**src/rtl/ascon_pack.sv**
```systemverilog
// rtl/ascon_pack.sv - shared state type and round constants for the Ascon-128 sequencer
package ascon_pack;

    typedef enum logic [2:0] {
        ST_IDLE,
        ST_INIT,
        ST_W_AD,
        ST_AD,
        ST_W_PT,
        ST_PT,
        ST_FINAL,
        ST_DONE
    } ctrl_state_t;

    localparam logic [3:0] ROUND_PA_START = 4'd0;
    localparam logic [3:0] ROUND_PB_START = 4'd6;
    localparam logic [3:0] ROUND_LAST     = 4'd11;

    // Width of a counter that must reach max(n_ad, n_pt)-1; never narrower than one bit.
    function automatic int blk_width(input int n_ad, input int n_pt);
        int m;
        m = (n_ad > n_pt) ? n_ad : n_pt;
        return (m > 1) ? $clog2(m) : 1;
    endfunction

endpackage

```
**src/rtl/ascon_round_counter.sv**
```systemverilog
// rtl/ascon_round_counter.sv - 4-bit permutation round counter with load and saturating increment
module ascon_round_counter
    import ascon_pack::*;
(
    input  logic       clock_i,
    input  logic       resetb_i,
    input  logic       load_i,
    input  logic [3:0] load_value_i,
    input  logic       enable_i,
    output logic [3:0] count_o,
    output logic       last_o
);

    always_ff @(posedge clock_i) begin
        if (!resetb_i) begin
            count_o <= 4'd0;
        end else if (load_i) begin
            count_o <= load_value_i;
        end else if (enable_i && (count_o != ROUND_LAST)) begin
            count_o <= count_o + 4'd1;
        end
    end

    assign last_o = (count_o == ROUND_LAST);

endmodule

```
**src/rtl/ascon_ctrl_fsm.sv**
```systemverilog
// rtl/ascon_ctrl_fsm.sv - Ascon-128 encryption sequencer driving the permutation datapath
module ascon_ctrl_fsm
    import ascon_pack::*;
#(
    parameter int NUM_AD_BLOCKS = 1,
    parameter int NUM_PT_BLOCKS = 4
) (
    input  logic        clock_i,
    input  logic        resetb_i,
    input  logic        start_i,
    input  logic        data_valid_i,
    input  logic [63:0] data_i,
    output logic        data_ready_o,
    output logic [63:0] data_o,
    output logic [3:0]  round_o,
    output logic        enable_o,
    output logic        selectionp_o,
    output logic        bypass_begin_o,
    output logic        bypass_end_o,
    output logic        mode_int_ext_o,
    output logic        mode_init_data_o,
    output logic        en_cipher_o,
    output logic        en_tag_o,
    output logic        cipher_valid_o,
    output logic        busy_o,
    output logic        done_o
);

    localparam int BW = blk_width(NUM_AD_BLOCKS, NUM_PT_BLOCKS);
    localparam logic [BW-1:0] AD_LAST = BW'(NUM_AD_BLOCKS - 1);
    localparam logic [BW-1:0] PT_LAST = BW'(NUM_PT_BLOCKS - 1);
    localparam logic [BW-1:0] BLK_ONE = BW'(1);

    ctrl_state_t    state, nxt_state;
    logic [BW-1:0]  blk, nxt_blk;
    logic [3:0]     round, nxt_round, rc_value;
    logic           rc_load, rc_inc, rc_last, take;

    logic n_ready, n_enable, n_selp, n_bb, n_be, n_mie, n_mid, n_enc, n_tag;
    logic pb_first, fin_first, at_last;

    ascon_round_counter u_round (
        .clock_i      (clock_i),
        .resetb_i     (resetb_i),
        .load_i       (rc_load),
        .load_value_i (rc_value),
        .enable_i     (rc_inc),
        .count_o      (round),
        .last_o       (rc_last)
    );

    assign round_o = round;

    always_comb begin
        nxt_state = state;
        nxt_blk   = blk;
        rc_load   = 1'b0;
        rc_value  = ROUND_PA_START;
        rc_inc    = 1'b0;
        take      = 1'b0;
        case (state)
            ST_IDLE: begin
                if (start_i) begin
                    nxt_state = ST_INIT;
                    rc_load   = 1'b1;
                end
            end
            ST_INIT: begin
                if (rc_last) begin
                    nxt_state = ST_W_AD;
                    nxt_blk   = '0;
                end else begin
                    rc_inc = 1'b1;
                end
            end
            ST_W_AD: begin
                if (data_valid_i) begin
                    take      = 1'b1;
                    nxt_state = ST_AD;
                    rc_load   = 1'b1;
                    rc_value  = ROUND_PB_START;
                end
            end
            ST_AD: begin
                if (rc_last) begin
                    if (blk == AD_LAST) begin
                        nxt_state = ST_W_PT;
                        nxt_blk   = '0;
                    end else begin
                        nxt_state = ST_W_AD;
                        nxt_blk   = blk + BLK_ONE;
                    end
                end else begin
                    rc_inc = 1'b1;
                end
            end
            ST_W_PT: begin
                if (data_valid_i) begin
                    take    = 1'b1;
                    rc_load = 1'b1;
                    // The last plaintext block is folded into the finalization permutation.
                    if (blk == PT_LAST) begin
                        nxt_state = ST_FINAL;
                        rc_value  = ROUND_PA_START;
                    end else begin
                        nxt_state = ST_PT;
                        rc_value  = ROUND_PB_START;
                    end
                end
            end
            ST_PT: begin
                if (rc_last) begin
                    nxt_state = ST_W_PT;
                    nxt_blk   = blk + BLK_ONE;
                end else begin
                    rc_inc = 1'b1;
                end
            end
            ST_FINAL: begin
                if (rc_last) begin
                    nxt_state = ST_DONE;
                end else begin
                    rc_inc = 1'b1;
                end
            end
            ST_DONE:  nxt_state = ST_IDLE;
            default:  nxt_state = ST_IDLE;
        endcase
    end

    // Outputs are decoded from the upcoming state/round so they register in step with them.
    always_comb begin
        nxt_round = rc_load ? rc_value : (rc_inc ? round + 4'd1 : round);
        pb_first  = ((nxt_state == ST_AD) || (nxt_state == ST_PT)) && (nxt_round == ROUND_PB_START);
        fin_first = (nxt_state == ST_FINAL) && (nxt_round == ROUND_PA_START);
        at_last   = (nxt_round == ROUND_LAST);
        n_ready   = (nxt_state == ST_W_AD) || (nxt_state == ST_W_PT);
        n_enable  = (nxt_state == ST_INIT) || (nxt_state == ST_AD) ||
                    (nxt_state == ST_PT) || (nxt_state == ST_FINAL);
        n_selp    = (nxt_state != ST_IDLE) &&
                    !((nxt_state == ST_INIT) && (nxt_round == ROUND_PA_START));
        n_mid     = (nxt_state == ST_AD) && at_last && (nxt_blk == AD_LAST);
        n_tag     = (nxt_state == ST_FINAL) && at_last;
        n_be      = !(((nxt_state == ST_INIT) && at_last) || n_mid || n_tag);
        n_bb      = !(pb_first || fin_first);
        n_mie     = fin_first;
        n_enc     = ((nxt_state == ST_PT) && (nxt_round == ROUND_PB_START)) || fin_first;
    end

    always_ff @(posedge clock_i) begin
        if (!resetb_i) begin
            state            <= ST_IDLE;
            blk              <= '0;
            data_o           <= '0;
            data_ready_o     <= 1'b0;
            enable_o         <= 1'b0;
            selectionp_o     <= 1'b0;
            bypass_begin_o   <= 1'b1;
            bypass_end_o     <= 1'b1;
            mode_int_ext_o   <= 1'b0;
            mode_init_data_o <= 1'b0;
            en_cipher_o      <= 1'b0;
            en_tag_o         <= 1'b0;
            cipher_valid_o   <= 1'b0;
            busy_o           <= 1'b0;
            done_o           <= 1'b0;
        end else begin
            state            <= nxt_state;
            blk              <= nxt_blk;
            if (take) begin
                data_o <= data_i;
            end
            data_ready_o     <= n_ready;
            enable_o         <= n_enable;
            selectionp_o     <= n_selp;
            bypass_begin_o   <= n_bb;
            bypass_end_o     <= n_be;
            mode_int_ext_o   <= n_mie;
            mode_init_data_o <= n_mid;
            en_cipher_o      <= n_enc;
            en_tag_o         <= n_tag;
            cipher_valid_o   <= en_cipher_o;
            busy_o           <= (nxt_state != ST_IDLE);
            done_o           <= (nxt_state == ST_DONE);
        end
    end

endmodule
```
**config.mk**
```make
export PLATFORM = sky130hd
export DESIGN_NAME = ascon_ctrl_fsm
export DESIGN_NICKNAME = d
export VERILOG_FILES = /design/src/rtl/ascon_pack.sv /design/src/rtl/ascon_round_counter.sv /design/src/rtl/ascon_ctrl_fsm.sv
export SDC_FILE = /design/constraint.sdc
export NUM_CORES = 1
export LEC_CHECK = 0
export BUFFER_PORTS_ARGS = -buffer_cell sky130_fd_sc_hd__buf_2
export CAP_MARGIN = 20
export CORE_MARGIN = 1
export CORE_UTILIZATION = 48
export DETAILED_ROUTE_END_ITERATION = 7
export GPL_TIMING_DRIVEN = 0
export PLACE_DENSITY = 0.8
export SLEW_MARGIN = 20
export SYNTH_ARGS = -nofsm -noshare
export SYNTH_HDL_FRONTEND = slang
export SYNTH_SLANG_ARGS = --single-unit
```
**constraint.sdc**
```tcl
create_clock -name clock_i -period 3.5 [get_ports clock_i]
set_clock_uncertainty 0.1 [all_clocks]
set_input_delay 0.35 -clock clock_i [delete_from_list [all_inputs] [get_ports clock_i]]
set_output_delay 0.35 -clock clock_i [all_outputs]
set_load 0.02 [all_outputs]
```
# Word level (Yosys, flattened, before mapping)
# Cells that the tools add are included.
[op_classes] add_sub_neg=2 n_eq_ne=19 muxes=29 reduce_logical=30
[op_table] cell="2-to-1 mux 3 bit" n=11
[op_table] cell="== test 3 bit (second input constant)" n=8
[op_table] cell="one-hot mux 3 bit (8 select lines)" n=1
[op_table] cell="2-to-1 mux 4 bit" n=4
[op_table] cell="== test 3 x 2 -> 1 bit (second input constant)" n=4
[op_table] cell="logical AND 1 bit" n=10
[op_table] cell="2-to-1 mux 2 bit" n=5
[op_table] cell="logical OR 1 bit" n=9
[op_table] cell="== test 4 bit (second input constant)" n=2
[op_table] cell="== test 3 x 1 -> 1 bit (second input constant)" n=2
[op_table] cell="one-hot mux 2 bit (3 select lines)" n=1
[op_table] cell="one-hot mux 3 bit (2 select lines)" n=1
[op_table] cell="2-to-1 mux 1 bit" n=5
[op_table] cell="adder 4 x 1 -> 4 bit (second input constant)" n=1
[op_table] cell="== test 4 x 3 -> 1 bit (second input constant)" n=1
[op_table] cell="logical NOT 2 bit" n=2
[op_table] cell="logical NOT 4 bit" n=1
[op_table] cell="!= test 4 bit (second input constant)" n=1
[op_table] cell="OR reduction 4 bit" n=1
[op_table] cell="logical NOT 1 bit" n=3
[op_table] cell="logical NOT 3 bit" n=1
[op_table] cell="nonzero test 3 bit" n=1
[op_table] cell="adder 2 x 1 -> 2 bit (second input constant)" n=1
[op_table] cell="== test 2 bit (second input constant)" n=1
[op_table] cell="other kinds (3)" n=3
[totals] register_bits=85 input_bits=68 out_inout_bits=80

# Longest topological paths before layout
[logic_depth] ltp_word=11 ltp_mapped=11 ltp_nobuf=10

# By module
# A second synthesis with hierarchy kept.
[unflattened] hier_cells=439 area_unflattened_um2=3553.4
[by_module_without_submodules] module="ascon_ctrl_fsm" n_inst=1 cells_each=414 area_per_inst_um2=3311.9 seq_area_each_um2=1621.6
[by_module_without_submodules] module="ascon_round_counter" n_inst=1 cells_each=25 area_per_inst_um2=241.5 seq_area_each_um2=80.1

# Worst setup path after synthesis
# Ideal clock, no wire load.
[synth_path] kind="register to register" start="register u_round.count_o[0]" end="register bypass_end_o" setup_ns=0.134 arrival_ns=2.888 slack_ns=0.378 stages_incl_launch_ff=12 path_buffers=1 synth_period_minus_slack_ns=3.122 cell_sequence="dfxtp_1 ha_1 and3b_1 buf_6 clkinv_8 ha_1 nor2b_4 a2111oi_2 a221oi_1 or4_4 o211a_1 or4_1"
[synth_between] elab_chain_len=11 elab_cells_between_ends=27 classes_between="1 x add/sub; 5 x eq/ne; 13 x mux; 8 x reduce/logical"
[synth_lines] element="start: declaration" line="ascon_round_counter.sv:10" source="output logic [3:0] count_o,"
[synth_lines] element="start signal: assignment" line="ascon_round_counter.sv:18" source="count_o <= load_value_i;"
[synth_lines] element="start signal: assignment" line="ascon_round_counter.sv:20" source="count_o <= count_o + 4'd1;"
[synth_lines] element="== test 4 bit" line="ascon_round_counter.sv:24" source="assign last_o = (count_o == ROUND_LAST);"
[synth_lines] element="2-to-1 mux 1 bit (2 in series)"
[synth_lines] element="2-to-1 mux 4 bit (2 in series)" line="ascon_ctrl_fsm.sv:133" source="nxt_round = rc_load ? rc_value : (rc_inc ? round + 4'd1 : round);"
[synth_lines] element="== test 4 bit" line="ascon_ctrl_fsm.sv:136" source="at_last = (nxt_round == ROUND_LAST);"
[synth_lines] element="logical AND 1 bit (2 in series)" line="ascon_ctrl_fsm.sv:142" source="n_mid = (nxt_state == ST_AD) && at_last && (nxt_blk == AD_LAST);"
[synth_lines] element="logical OR 1 bit" line="ascon_ctrl_fsm.sv:144" source="n_be = !(((nxt_state == ST_INIT) && at_last) || n_mid || n_tag);"
[synth_lines] element="logical OR 1 bit *" line="ascon_ctrl_fsm.sv:144"
[synth_lines] element="logical NOT 1 bit *" line="ascon_ctrl_fsm.sv:144"
[synth_lines] element="end signal: assignment" line="ascon_ctrl_fsm.sv:177" source="bypass_end_o <= n_be;"
[synth_lines] element="end: declaration" line="ascon_ctrl_fsm.sv:19" source="output logic bypass_end_o,"
# Every way passes the cells marked *; elsewhere a longest branch is shown, timed or not.
# A chain may end at the register's enable or synchronous reset.

# Final worst setup path
# Same ends and word-level chain as after synthesis.

==> impl_metrics.py <==
metrics = {
    "status": {
        "status": "finished clean",
    },
    "yosys": {
        "ys_types": 59,
        "synth_area_leaders": "dfxtp_1 47%, nand2_1 14%, a21oi_1 5.6%",
        "synth_top_area_cell": "dfxtp_1",
        "syn_inst": 430,
        "yosysMostFrequentCell": "nand2_1",
        "synth.net_count": 503,
        "async_reset_ff_share_pct": 0,
        "yosysWarnings": 0,
        "synth_edf_count": 0,
        "synth_flop_cell": "dfxtp_1",
        "avgSynthCellArea_um2": 8.46,
        "synthesis.area_um2": 3640,
        "synth_top_area_share_pct": 46.8,
        "ys_ff_latch": 85,
        "synth.top_cells.by_count": "136 x nand2_1, 85 x dfxtp_1, 41 x a21oi_1",
        "seq_area_frac_synth_pct": 46.8,
    },
    "cts": {
        "post_cts_buffers": 0,
        "cts_hold_buffers": 0,
        "cts_resized": 0,
        "cts_tree": "built",
        "cts.path.max_buffers": 2,
        "clock_latency_ns": 0.35,
        "cts_sinks": 85,
        "cts_made_buffers": 9,
        "cts_root_buf": "clkbuf_8",
        "cts.clk_slew.worst_paths_ns": 0.09,
        "htreeDepth": 3,
    },
    "power_and_ir_drop": {
        "pwr-share-comb_pct": 7.1,
        "internal_power_mw": 1.45,
        "pwr-share-clk_pct": 40.8,
        "p_switching_mw": 0.430,
        "swShare_pct": 22.9,
        "ir_drop_mv": 0.212,
        "powerDensity_nw_per_um2": 398,
        "pwr-share-seq_pct": 52.2,
        "p_leak_nw": 2.05,
    },
    "timing": {
        "worst_slack_ns": 0.252,
        "worst_pin_slew_ns": 0.919,
        "max_freq_mhz": 308,
        "worst_hold_slack_ns": 0.129,
        "layout_min_cycle_time_ns": 3.25,
        "period_share_pct": 92.8,
        "finalHoldViolCount": 0,
        "slew_headroom_pct": 38.7,
        "setup_viol": 0,
        "tns_ns": 0,
        "drv_slew": 0,
        "rsz0062_at_grt": "no",
    },
    "cells_and_area": {
        "diodes": 0,
        "drive_gt1_share_pct": 31.8,
        "final_cells": 691,
        "area_delta_synth_final_pct": 29.7,
        "n_fill_cell": 667,
        "nets": 661,
    },
    "route": {
        "num_vias": 3525,
        "drt-initial-drc-count": 144,
        "wl_per_cell_um": 13.2,
        "post-route-drc-count": 0,
        "drt_first_pass_iters": 4,
        "finalWirelength_mm": 9.12,
        "postRouteAntennaNets": 0,
        "via_per_inst": 5.10,
    },
    "global_routing": {
        "grt_max_degree": 16,
        "antenna_found_initial": 0,
        "grt_pass1_vias": 3177,
        "grt_pass1_wl_mm": 14.3,
        "gr-total-overflow": 0,
        "grt_use_total_pct": 23.0,
    },
    "critical_path": {
        "arrival_ns": 3.37,
        "path_class": "flop to flop",
        "crit_fanout": 9,
        "cp.required_ns": 3.62,
        "worstSetupStartpointType": "flop",
        "endpoint_kind": "flop",
    },
    "min_path": {
        "hold_class": "input pin to flop",
    },
    "placement": {
        "pre_cts_slack_ns": 0.276,
        "portBuffers": 147,
        "place.gp.congestion": 0.911,
        "place_inst": 676,
        "dp_hpwl_mm": 6.89,
    },
    "floorplanning": {
        "dieArea_um2": 7940,
        "rows": 31,
        "core_area_um2": 7290,
        "die_width_um": 89.1,
        "num_io_pins": 148,
        "start_util_pct": 49.9,
        "die_h_um": 89.1,
    },
    "flow_run": {
        "drv_cap": 0,
    },
}
==> routing by layer <==
metal | track usage [%] | vias to the layer above | part of all wire, %
li1 | - | 1767 | -
met1 | 27.4 | 1626 | 43
met2 | 40.2 | 114 | 50
met3 | 4.43 | 18 | 5.3
met4 | 10.4 | 0 | 1.9
met5 | 0 | - | 0
==> registers in the layout, summed over array words and instances, names as in the netlist <==
signal / flops
blk: 2
busy_o: 1
bypass_begin_o: 1
bypass_end_o: 1
cipher_valid_o: 1
data_o: 64
data_ready_o: 1
done_o: 1
en_cipher_o: 1
en_tag_o: 1
enable_o: 1
mode_init_data_o: 1
mode_int_ext_o: 1
selectionp_o: 1
state: 3
u_round.count_o: 4
==> layout by cell type (no fill, tap or decap), drive strengths merged, types with 2 or more instances in the layout <==
| cell type | instances |
|---|---|
| a2111oi | 3 |
| clkbuf | 30 |
| bufinv | 3 |
| nand3b | 2 |
| nand2 | 136 |
| nand3 | 2 |
| nor3b | 2 |
| nor2b | 6 |
| clkinv | 2 |
| inv | 10 |
| nand2b | 4 |
| ha | 5 |
| a221oi | 2 |
| o32ai | 2 |
| nor2 | 11 |
| buf | 154 |
| or4 | 2 |
| mux2i | 2 |
| and2 | 6 |
| a21oi | 43 |
| o21ai | 8 |
| dfxtp | 85 |
| a41oi | 2 |
| o21a | 2 |
| and3 | 4 |
| a21boi | 36 |
| nor3 | 3 |
| a211oi | 3 |
| o31ai | 2 |
==> power by group through the flow <==
stage	sequential, mW	clock [mW]	combinational (mW)
after floorplan	1.00	0	0.0689
after global placement	1.00	0	0.130
after detailed placement	1.00	0	0.131
after CTS	0.979	0.784	0.132
after global routing	0.980	0.820	0.144
final	0.979	0.765	0.133
==> cell type report <==
cell class / count / area, µm² / share of cell area (%)
multi-input cells: 307 / 1720 / 36.4
plain buffers: 28 / 144 / 3.05
clock buffers: 9 / 124 / 2.62
clock inverters: 6 / 96.3 / 2.04
inverters: 10 / 76.3 / 1.62
repair buffers: 147 / 736 / 15.6
well taps: 99 / 124 / 2.62
flip-flops and latches: 85 / 1700 / 36.1
==> per-stage QoR <==
| step | power [mW] | cell area [µm²] | utilization [%] |
|---|---|---|---|
| after detailed placement | 1.13 | 4500 | 61.7 |
| after floorplan | 1.07 | 3640 | - |
| final | 1.88 | 4720 | 64.7 |
| after CTS | 1.89 | 4720 | 64.7 |
| after global routing | 1.94 | 4720 | 64.7 |
| after global placement | 1.13 | 4500 | 61.7 |
==> worst paths after layout <==
| path | from | to | slack [ns] | cells after the start |
|---|---|---|---|---|
| min reg2reg | data_o[4]$_SDFFE_PN0P_ | data_o[4]$_SDFFE_PN0P_ | 0.35 | 2 |
| min | data_i[24] | data_o[24]$_SDFFE_PN0P_ | 0.13 | 3 |
| max | u_round.count_o[0]$_SDFFE_PN0P_ | bypass_end_o$_SDFF_PN1_ | 0.25 | 11 |
| max reg2reg | u_round.count_o[0]$_SDFFE_PN0P_ | bypass_end_o$_SDFF_PN1_ | 0.25 | 11 |
==> critical path: stages, from the launching register on <==
cell       delay [ns]
dfxtp_1          0.50
ha_1             0.25
and3b_1          0.19
buf_6            0.16
clkinv_8         0.07
ha_1             0.31
nor2b_4          0.05
a2111oi_2        0.32
a221oi_1         0.11
or4_4            0.45
o211a_1          0.14
or4_1            0.45
==> cell families (layout without fill, tap and decap cells) <==
family	count (synthesis)	after routing	synth area share, %
compound gates	112	112	21.2
xor+xnor	2	2	0.481
fa+ha+maj	5	5	1.72
buf+inv	38	200	6.05
flops	85	85	46.8
mux	3	3	0.859
simple gates	185	185	23.0
No activity file was read; power rests on OpenSTA's default activity.
